===== src/rtl/weight_mem_pkg.sv =====
// Shared sizes, FSM encoding and helpers for the weight memory sequencer.
// Imported by the sequencer top level and its output stage.
package weight_mem_pkg;

    localparam int ADDR_W = 7;
    localparam int DATA_W = 30;
    localparam int DEPTH  = 128;
    localparam int CNT_W  = 8;

    typedef enum logic [1:0] {
        ST_IDLE = 2'd0,
        ST_LOAD = 2'd1,
        ST_READ = 2'd2
    } state_t;

    // A burst must move at least one word and never more than the whole memory.
    function automatic logic len_legal(input logic [CNT_W-1:0] len);
        return (len != '0) && (len <= CNT_W'(DEPTH));
    endfunction

endpackage


===== src/rtl/wms_out_stage.sv =====
// Output register of the read stream: captures a memory word on each advance,
// or empties itself when the burst has nothing more to issue.
module wms_out_stage
    import weight_mem_pkg::*;
(
    input  logic              clk,
    input  logic              srst,
    input  logic              adv_i,
    input  logic              load_i,
    input  logic [DATA_W-1:0] data_i,
    input  logic              last_i,
    output logic              valid_o,
    output logic [DATA_W-1:0] data_o,
    output logic              last_o
);

    logic              valid_q, valid_d;
    logic [DATA_W-1:0] data_q, data_d;
    logic              last_q, last_d;

    always_comb begin
        valid_d = valid_q;
        data_d  = data_q;
        last_d  = last_q;
        if (adv_i) begin
            if (load_i) begin
                valid_d = 1'b1;
                data_d  = data_i;
                last_d  = last_i;
            end else begin
                valid_d = 1'b0;
                last_d  = 1'b0;
            end
        end
    end

    always_ff @(posedge clk) begin
        if (srst) begin
            valid_q <= 1'b0;
            data_q  <= '0;
            last_q  <= 1'b0;
        end else begin
            valid_q <= valid_d;
            data_q  <= data_d;
            last_q  <= last_d;
        end
    end

    assign valid_o = valid_q;
    assign data_o  = data_q;
    assign last_o  = last_q;

endmodule


===== src/rtl/weight_mem_sequencer.sv =====
// Owns both ports of one weight memory: streams host words in (LOAD) and
// streams a base/length burst out to the MAC datapath with valid/ready (READ).
module weight_mem_sequencer
    import weight_mem_pkg::*;
(
    input  logic              CLOCK_50,
    input  logic              RESET,
    input  logic              load_valid,
    input  logic [DATA_W-1:0] load_data,
    input  logic              load_last,
    output logic              load_ready,
    input  logic              burst_start,
    input  logic [ADDR_W-1:0] burst_base,
    input  logic [CNT_W-1:0]  burst_len,
    output logic              burst_busy,
    output logic              burst_err,
    output logic              out_valid,
    output logic [DATA_W-1:0] out_data,
    output logic              out_last,
    input  logic              out_ready,
    output logic [CNT_W-1:0]  loaded_words,
    output logic              mem_wr,
    output logic [ADDR_W-1:0] mem_wr_address,
    output logic [DATA_W-1:0] mem_wr_data,
    output logic [ADDR_W-1:0] mem_rd_address,
    input  logic [DATA_W-1:0] mem_rd_data
);

    state_t            state_q, state_d;
    logic [ADDR_W-1:0] wr_ptr_q, wr_ptr_d;
    logic [ADDR_W-1:0] rd_ptr_q, rd_ptr_d;
    logic [CNT_W-1:0]  load_cnt_q, load_cnt_d;
    logic [CNT_W-1:0]  loaded_q, loaded_d;
    logic [CNT_W-1:0]  len_q, len_d;
    logic [CNT_W-1:0]  issued_q, issued_d;
    logic              err_q, err_d;

    logic              start_ok;
    logic              beat;
    logic [CNT_W-1:0]  cnt_inc;
    logic              adv;
    logic              more;

    assign start_ok   = burst_start && (state_q == ST_IDLE) && len_legal(burst_len);
    // A start request in IDLE wins over a host word offered in the same cycle.
    assign load_ready = (state_q == ST_LOAD) || ((state_q == ST_IDLE) && !burst_start);
    assign beat       = load_valid && load_ready;
    // The load count lives in 1..DEPTH, so the word after a full memory counts as 1.
    assign cnt_inc    = (load_cnt_q == CNT_W'(DEPTH)) ? CNT_W'(1) : load_cnt_q + CNT_W'(1);
    assign adv        = (state_q == ST_READ) && (!out_valid || out_ready);
    assign more       = issued_q < len_q;

    always_comb begin
        state_d    = state_q;
        wr_ptr_d   = wr_ptr_q;
        rd_ptr_d   = rd_ptr_q;
        load_cnt_d = load_cnt_q;
        loaded_d   = loaded_q;
        len_d      = len_q;
        issued_d   = issued_q;
        err_d      = burst_start && !start_ok;

        case (state_q)
            ST_IDLE, ST_LOAD: begin
                if (start_ok) begin
                    state_d  = ST_READ;
                    rd_ptr_d = burst_base;
                    len_d    = burst_len;
                    issued_d = '0;
                end else if (beat) begin
                    wr_ptr_d   = wr_ptr_q + ADDR_W'(1);
                    load_cnt_d = cnt_inc;
                    state_d    = ST_LOAD;
                    if (load_last) begin
                        loaded_d   = cnt_inc;
                        wr_ptr_d   = '0;
                        load_cnt_d = '0;
                        state_d    = ST_IDLE;
                    end
                end
            end
            ST_READ: begin
                if (adv) begin
                    if (more) begin
                        rd_ptr_d = rd_ptr_q + ADDR_W'(1);
                        issued_d = issued_q + CNT_W'(1);
                    end else begin
                        state_d = ST_IDLE;
                    end
                end
            end
            default: state_d = ST_IDLE;
        endcase
    end

    always_ff @(posedge CLOCK_50) begin
        if (RESET) begin
            state_q    <= ST_IDLE;
            wr_ptr_q   <= '0;
            rd_ptr_q   <= '0;
            load_cnt_q <= '0;
            loaded_q   <= '0;
            len_q      <= '0;
            issued_q   <= '0;
            err_q      <= 1'b0;
        end else begin
            state_q    <= state_d;
            wr_ptr_q   <= wr_ptr_d;
            rd_ptr_q   <= rd_ptr_d;
            load_cnt_q <= load_cnt_d;
            loaded_q   <= loaded_d;
            len_q      <= len_d;
            issued_q   <= issued_d;
            err_q      <= err_d;
        end
    end

    wms_out_stage u_out_stage (
        .clk     (CLOCK_50),
        .srst    (RESET),
        .adv_i   (adv),
        .load_i  (more),
        .data_i  (mem_rd_data),
        .last_i  (issued_q == len_q - CNT_W'(1)),
        .valid_o (out_valid),
        .data_o  (out_data),
        .last_o  (out_last)
    );

    assign burst_busy     = (state_q == ST_READ);
    assign burst_err      = err_q;
    assign loaded_words   = loaded_q;
    assign mem_wr         = beat;
    assign mem_wr_address = wr_ptr_q;
    assign mem_wr_data    = load_data;
    assign mem_rd_address = rd_ptr_q;

endmodule

===== config.mk =====
export PLATFORM = sky130hd
export DESIGN_NAME = weight_mem_sequencer
export DESIGN_NICKNAME = d
export VERILOG_FILES = /design/src/rtl/weight_mem_pkg.sv /design/src/rtl/wms_out_stage.sv /design/src/rtl/weight_mem_sequencer.sv
export SDC_FILE = /design/constraint.sdc
export NUM_CORES = 1
export LEC_CHECK = 0
export CAP_MARGIN = 20
export CELL_PAD_IN_SITES_DETAIL_PLACEMENT = 0
export CELL_PAD_IN_SITES_GLOBAL_PLACEMENT = 1
export CORE_ASPECT_RATIO = 1.1
export CORE_MARGIN = 2
export CORE_UTILIZATION = 24
export DETAILED_ROUTE_END_ITERATION = 12
export PLACE_DENSITY = 0.75
export SETUP_SLACK_MARGIN = 0.5
export SYNTH_ARGS = -nofsm -noshare
export SYNTH_HDL_FRONTEND = slang
export SYNTH_SLANG_ARGS = --single-unit

===== constraint.sdc =====
create_clock -name CLOCK_50 -period 3.3 [get_ports CLOCK_50]
set_clock_uncertainty 0.1 [all_clocks]
set_input_delay 0.66 -clock CLOCK_50 [delete_from_list [all_inputs] [get_ports CLOCK_50]]
set_output_delay 0.66 -clock CLOCK_50 [all_outputs]
set_load 0.02 [all_outputs]

Word level (Yosys, flattened, before mapping)
Index checks and enable logic that the tools add are counted.

storage, ports and cells
  register bits = 81
  input port bits = 81
  output and inout bits = 88
  logic and storage cells = 69

operators by class
  $add $sub $neg = 5
  magnitude comparators = 2
  equality and inequality tests = 9
  multiplexer cells = 19
  bitwise operators = 1
  reductions and logical operators = 22

operators by type and width
  operator                                                number
  2-to-1 mux 8 bit                                        5
  2-to-1 mux 7 bit                                        4
  adder 8 x 1 -> 8 bit (second input constant)            2
  case mux 8 bit (2 select lines)                         1
  adder 7 x 1 -> 7 bit (second input constant)            2
  case mux 7 bit (2 select lines)                         1
  equality test 8 bit                                     1
  equality test 8 bit (second input constant)             1
  less-or-equal comparator 8 bit (second input constant)  1
  < comparator 8 bit                                      1
  2-to-1 mux 2 bit                                        4
  AND reduction 4 bit                                     2
  nonzero test 8 bit                                      1
  subtractor 8 x 1 -> 8 bit (second input constant)       1
  logical AND 1 bit                                       7
  AND reduction 3 bit                                     2
  != test 2 x 1 -> 1 bit (second input constant)          2
  != test 2 bit (second input constant)                   2
  case mux 2 bit (2 select lines)                         1
  AND reduction 2 bit                                     2
  logical NOT 1 bit                                       3
  2-to-1 mux 1 bit                                        3
  != test 3 bit (second input constant)                   1
  equality test 2 x 1 -> 1 bit (second input constant)    1
  6 further kinds                                         7

Longest topological paths before layout
Gate-level depths: netlist of run 1.

  word-level depth = 7
  mapped depth = 12
  gate-level depth less buffers = 8

Hierarchy
From an unflattened synthesis of run 1, not the netlist that was laid out.

unflattened totals
  cell total of the unflattened synthesis = 517
  area, all modules = 4441.8 µm²

by module, submodules not included
  module                times used  cells each  area each (µm²)  sequential area each (µm²)
  weight_mem_sequencer  1           373         2939.1           980.9
  wms_out_stage         1           144         1502.7           640.6

Least setup slack after synthesis of run 1
No wires, ideal clock.

  path kind = input to register
  start point = input burst_len[0]
  end point = register issued_q[7]
  library setup time = 123 ps
  arrival time = 2367 ps
  required time = 3077 ps
  path slack = 710 ps
  cell stages on the path = 7
  buffers on the path = 1
  cells stage by stage = nor3_1 and4_1 nor3_1 or3_1 buf_6 nor4_4 mux2_1

on the way
  longest elaborated chain between the ends = 5
  elaborated cells between the ends (all ways) = 6
  classes of those cells = order compare (1); eq/ne (1); reduce/logical (4)

ends and longest elaborated chain
  item                                                                         line                         source
  start, declared                                                              weight_mem_sequencer.sv:14   input logic [CNT_W-1:0] burst_len,
  less-or-equal comparator 8 bit / nonzero test 8 bit (equally long branches)  weight_mem_pkg.sv:18         return (len != '0) && (len <= CNT_W'(DEPTH));
  logical AND 1 bit *                                                          weight_mem_pkg.sv:18
  logical AND 1 bit *                                                          weight_mem_sequencer.sv:44   assign start_ok = burst_start && (state_q == ST_IDLE) && len_legal(burst_len);
  != test 2 bit (no source line) *                                             -
  AND reduction 4 bit (no source line) *                                       -
  end signal, assigned                                                         weight_mem_sequencer.sv:113  issued_q <= issued_d;
  end, declared                                                                weight_mem_sequencer.sv:35   logic [CNT_W-1:0] issued_q, issued_d;

Mark *: on every way between the ends. The rest lies on a longest branch, timed or not.
A chain may end at the register's enable or synchronous reset.

Worst setup path after layout of run 1
  start point = input burst_len[0]
  end point = register issued_q[5]

The elaborated chain is that of the path after synthesis.

==> results of run 1 <==
[worst paths after layout]
path	endpoint	cells after the start	slack, ns
worst max-delay path	issued_q[5]	8	0.60
worst min-delay path	loaded_words[1]	2	0.37
worst max register to register	issued_q[5]	8	0.72
worst min register to register	loaded_words[1]	2	0.37
[cell families after synthesis]
logic type,count (synthesis),synth area share [%]
mux,32,7.80
xor+xnor,22,4.68
buf+inv,71,9.96
simple gates,181,21.8
fa+ha+maj,14,4.25
compound gates,82,12.1
flops,81,39.3
[state kept, by name, summed over array words and instances (netlist names)]
signal               count
u_out_stage.data_o      30
u_out_stage.last_o       1
mem_wr_address           7
burst_err                1
u_out_stage.valid_o      1
load_cnt_q               8
len_q                    8
issued_q                 8
loaded_words             8
mem_rd_address           7
state_q                  2
[stage by stage]
step,hold WS (ns),util [%],worst slack (ns),cell area (µm²)
6_report,0.365,32.9,0.601,5560
5_1_grt,0.407,32.9,0.508,5560
4_1_cts,0.366,32.9,0.536,5560
3_5_place_dp,0.358,30.8,0.0714,5200
3_3_place_gp,0.349,30.8,0.110,5200
2_1_floorplan,0.357,-,0.710,4120
[report_power, final]
part / switching (mW) / leakage, nW / internal (mW)
combinational: 0.190 / 1.18 / 0.183
sequential: 0.0260 / 0.656 / 1.01
clock: 0.416 / 0.163 / 0.709
[placed cells by master, fill, tap and decap left out, drive strengths merged, types with 7 or more instances in the layout]
cell type,synthesis,layout
a21oi,37,37
buf,40,12
clkbuf,14,11
clkdlybuf4s50,0,104
dfxtp,81,81
ha,14,14
inv,17,19
mux2i,31,31
nand2,30,30
nand2b,7,7
nand3,9,9
nand3b,8,8
nor2,76,76
nor3,11,11
o21ai,21,21
or3,8,8
xnor2,13,13
xor2,9,9
[layout make-up]
| cell class | instances | share of cell area, % |
|---|---|---|
| Multi-Input combinational cell | 331 | 37.8 |
| Sequential cell | 81 | 29.2 |
| Timing Repair Buffer | 119 | 21.1 |
| Tap cell | 208 | 4.68 |
| Clock buffer | 11 | 4.54 |
| Clock inverter | 5 | 1.53 |
| Inverter | 17 | 1.15 |
[metal layers]
metal	vias up	share of wire, %	global-route usage (%)
li1	1777	-	-
met1	1668	44	14.2
met2	86	47	18.8
met3	24	4.9	2.79
met4	0	3.3	7.09
met5	-	0	0
[what timing repair did]
action | CTS | global route
gates resized for setup | 4 | 2
endpoints found under the setup margin | 8 | 7
pin swaps | 1 | 0
buffers inserted | 1 | 0
[critical path, cell delays in order]
cell and delay, ns:
clkdlybuf4s50_1 0.44, nor3_1 0.36, and4_4 0.29, nor3_1 0.07, or3_4 0.37, buf_6 0.18, or3_1 0.35, a21oi_1 0.15
==> results.cfg, run 1 <==
[final_layout]
fin_cells = 772
layout-drive-gt1-share_pct = 7.27
layout.nets = 654
multi_input_area_mm2 = 0.00210
fillers = 1791
seq_area_mm2 = 0.00162
antenna_cells = 0
area.growth.synth_to_final_pct = 34.9

[pwr]
powerDensity_mw_per_mm2 = 456
total_power_mw = 2.53
p_leak_nw = 1.99
ir_worst_vdd_uv = 232

[setup_path]
timing.critical_path.fanout_max = 24
critPathLaunch = burst_len[0]
arrival_ns = 2.87
cp-end-kind = flop
critPathKind = input port to flop
required_ns = 3.47
worstSetupStartpointType = input port
r2r-start = issued_q[5]

[timing]
rsz0062_at_grt = no
fin_crit_ns = 2.70
fin_crit_sh_pct = 81.8
tightestPinTransition_ns = 0.665
hold_viol = 0
slew-limit-headroom_pct = 55.7
setup_viol = 0
finalMaxSlewViolations = 0
timing.fmax_mhz = 370
final.setup.tns_ns = 0

[detailed_routing]
drtPass1Iterations = 4
wl_per_cell_um = 13.3
first_iter_violations = 172
drc_errors = 0
vias_per_cell = 4.60
vias = 3555
ant_nets = 0
routed_wl_um = 10300

[floorplanning]
core-area_mm2 = 0.0169
rows = 50
fp.dieW_um = 129
io_pins = 169
die_area_mm2 = 0.0182
fp.dieH_um = 141
floorplan.initialDensity_pct = 24.4

[synth]
synth.most_common_cell = dfxtp_1
syn_inst = 483
synth_edf_count = 0
async_reset_ff_share_pct = 0
synth_nets = 578
ys_ff_latch = 81
netlist-cell-type-count = 46
yosysSeqAreaShare_pct = 39.3
yosysWarnings = 0
syn_area_per_cell_um2 = 8.53
yosys.area.top_type_share_pct = 39.3
synth.largest_area_cell = dfxtp_1
synth_area_leaders = dfxtp_1, mux2i_1, nor2_1, buf_4, a21oi_1
synth_ff_type = dfxtp_1
synth.cell_area_mm2 = 0.00412
ys_top_cells_by_count = dfxtp_1, nor2_1, a21oi_1, buf_4, mux2i_1

[clock_network]
worst_skew_pair.late_latency_ns = 0.34
path_clk_slew_ns = 0.06
clk_path_buf_depth = 2
root_buffer = clkbuf_16
cts_tree = built
h-tree-depth = 3
numCtsBuffers = 9
cts_hold_buf = 0
cts_sinks = 81

[grt]
grt_max_degree = 33
grt_pass1_wl_um = 17000
grt_overflow = 0
track_usage_pct = 11.7
grt_pass1_vias = 3578
grt_antenna_before_repair = 0

[status]
outcome = complete, no violations

[placement]
io_buffers = 108
place.detailed.hpwl_um = 7700
placed_cells = 755
gp_congestion = 0.830

[flow_run]
drv_cap = 0

[min_path]
hp-start = loaded_words[1]
hp-class = flop to flop
Note: power is estimated with default switching activity, not from simulation.
==> inputs of run 2 (changes only) <==
clock period = 2.6 ns   (was 3.3 ns; I/O delays follow)
==> run 2 against run 1 <==
Net effect: first-iteration DRC count is 10% lower; count of clock-buffer cells in the layout up 1; via count is 5.1% higher; non-clock buffer count increased by 34; highest routed layer unchanged; critical path depth grew 3; setup slack worse by 0.43 ns.
==> results.cfg, run 2 (synthesis results as in run 1) <==
[status]
outcome = complete, no violations

[floorplanning]
fp.dieH_um = 141
core-area_mm2 = 0.0169
io_pins = 169
die_area_mm2 = 0.0182
floorplan.initialDensity_pct = 24.4
fp.dieW_um = 129
rows = 50

[clock_network]
cts_tree = built
path_clk_slew_ns = 0.06
h-tree-depth = 3
cts_hold_buf = 0
clk_path_buf_depth = 2
worst_skew_pair.late_latency_ns = 0.35
numCtsBuffers = 9
root_buffer = clkbuf_16
cts_sinks = 81

[pwr]
p_sw_mw = 0.859
p_sw_share_pct = 27.1
combPwrFrac_pct = 19.7
clkPwrFrac_pct = 38.7
total_power_mw = 3.17
internal-power_mw = 2.31
p_leak_nw = 2.22
ir_worst_vdd_uv = 337
pwr-share-seq_pct = 41.5
powerDensity_mw_per_mm2 = 519

[min_path]
hold_path_end = loaded_words[2]
min_delay_path_depth = 2
hp-start = loaded_words[2]
hp-class = flop to flop

[setup_path]
r2r_end = u_out_stage.data_o[22]
arrival_ns = 2.56
worstSetupStartpointType = flop
cp-end-kind = flop
critPathKind = flop to flop
r2r_slack_ns = 0.17
required_ns = 2.73
r2r-start = issued_q[1]
ff2ff_path_depth = 11
path_cells = ha_4 > nor2b_4 > o211ai_1 > buf_4 > a21oi_4 > nor4b_4 > buf_6 > buf_12 > buf_16 > mux2i_1 > nor2_1
critPathTopFamily = buffers and inverters
crit_slowest_cell = dfxtp_4
max_stage_delay_ns = 0.36
path_buf_inv = 4
timing.critical_path.fanout_max = 8

[final_layout]
antenna_cells = 0
layout_common_cells = clkdlybuf4s50_1, nor2_1, dfxtp_1, mux2i_1, a21oi_1
fillers = 1702
layout.nets = 688
layout-drive-gt1-share_pct = 18.2
fin_cells = 806
final_common_cell = clkdlybuf4s50_1
area.growth.synth_to_final_pct = 48.0
largest_reg_flops = 30

[timing]
timing.fmax_mhz = 411
finalMaxSlewViolations = 0
fin_crit_ns = 2.43
tightestPinTransition_ns = 0.436
slew-limit-headroom_pct = 70.9
rsz0062_at_grt = yes
setup_viol = 0
fin_ws_ns = 0.169
hold_viol = 0
fin_crit_sh_pct = 93.5

[flow_run]
drv_cap = 0

[placement]
io_buffers = 108
gp_congestion = 0.822
place.detailed.hpwl_um = 8210
placed_cells = 768
pre_cts_ws_ns = -0.471

[grt]
grt_pass1_vias = 3759
grt_overflow = 0
grt_pass1_wl_um = 19100
grt_max_degree = 31
grt_antenna_before_repair = 0
track_usage_pct = 13.5

[detailed_routing]
drtPass1Iterations = 4
first_iter_violations = 154
routed_wl_um = 12200
vias = 3738
drc_errors = 0
wl_per_cell_um = 15.1
ant_nets = 0
vias_per_cell = 4.64
## run 2: changes by cell type in the layout (fill, tap and decap cells not counted), sizes merged, moves of 2 or more
cell | before | now
clkbuf | 11 | 13
clkdlybuf4s15 | 0 | 3
buf | 12 | 47
inv | 19 | 17
clkdlybuf4s50 | 104 | 96
dlygate4sd2 | 2 | 6
clkinvlp | 1 | 3
bufinv | 2 | 0
## run 2: stage by stage
stage | cell area [µm²] | util, % | hold WS (ns) | TNS (ns)
after global routing | 6100 | 36.1 | 0.382 | 0
final | 6100 | 36.1 | 0.361 | 0
after floorplan | 4200 | - | 0.357 | 0
after global placement | 5340 | 31.6 | 0.350 | -4.91
after CTS | 6000 | 35.5 | 0.369 | 0
after detailed placement | 5340 | 31.6 | 0.355 | -5.71
## run 2: power groups by stage
stage          clock network [mW]  logic (mW)  registers [mW]
2_1_floorplan                   0       0.317            1.37
3_3_place_gp                    0       0.492            1.34
3_5_place_dp                    0       0.503            1.34
4_1_cts                      1.26       0.597            1.31
5_1_grt                      1.31       0.673            1.32
6_report                     1.23       0.625            1.31
## run 2: layout make-up
type,count,area (µm²),area share (%)
Multi-Input combinational cell,331,2270,37.2
Sequential cell,81,1630,26.7
Timing Repair Buffer,153,1590,26.1
Tap cell,208,260,4.27
Clock buffer,12,256,4.21
Inverter,17,63.8,1.05
Clock inverter,4,27.5,0.451
## run 2: how the worst max path moves through the flow
stage                startpoint  cells after the start                endpoint
CTS                 issued_q[1]                      8             issued_q[7]
global placement    burst_start                      8       mem_rd_address[0]
finish              issued_q[1]                     11  u_out_stage.data_o[22]
floorplan           burst_start                      7             issued_q[7]
detailed placement  burst_start                      8       mem_rd_address[0]
global route           len_q[1]                     12  u_out_stage.data_o[29]
## run 2: worst reg2reg max path: stages, from the launching register on
cell	delay (ns)
dfxtp_4	0.36
ha_4	0.23
nor2b_4	0.11
o211ai_1	0.26
buf_4	0.18
a21oi_4	0.06
nor4b_4	0.34
buf_6	0.19
buf_12	0.11
buf_16	0.13
mux2i_1	0.18
nor2_1	0.05
## run 2: timing repair
item | 4_1_cts | 5_1_grt
cloned | 5 | 0
pin swaps | 12 | 15
gates resized for setup | 50 | 25
setup buffers | 14 | 3
setup endpoints to repair | 57 | 49
## run 2: routing by layer
metal	GRT usage, %	vias to the layer above	wire, µm
met3	4.94	25	881
met5	0	-	0
li1	-	1831	-
met1	15.5	1763	5040
met2	22.3	119	6020
met4	6.06	0	253
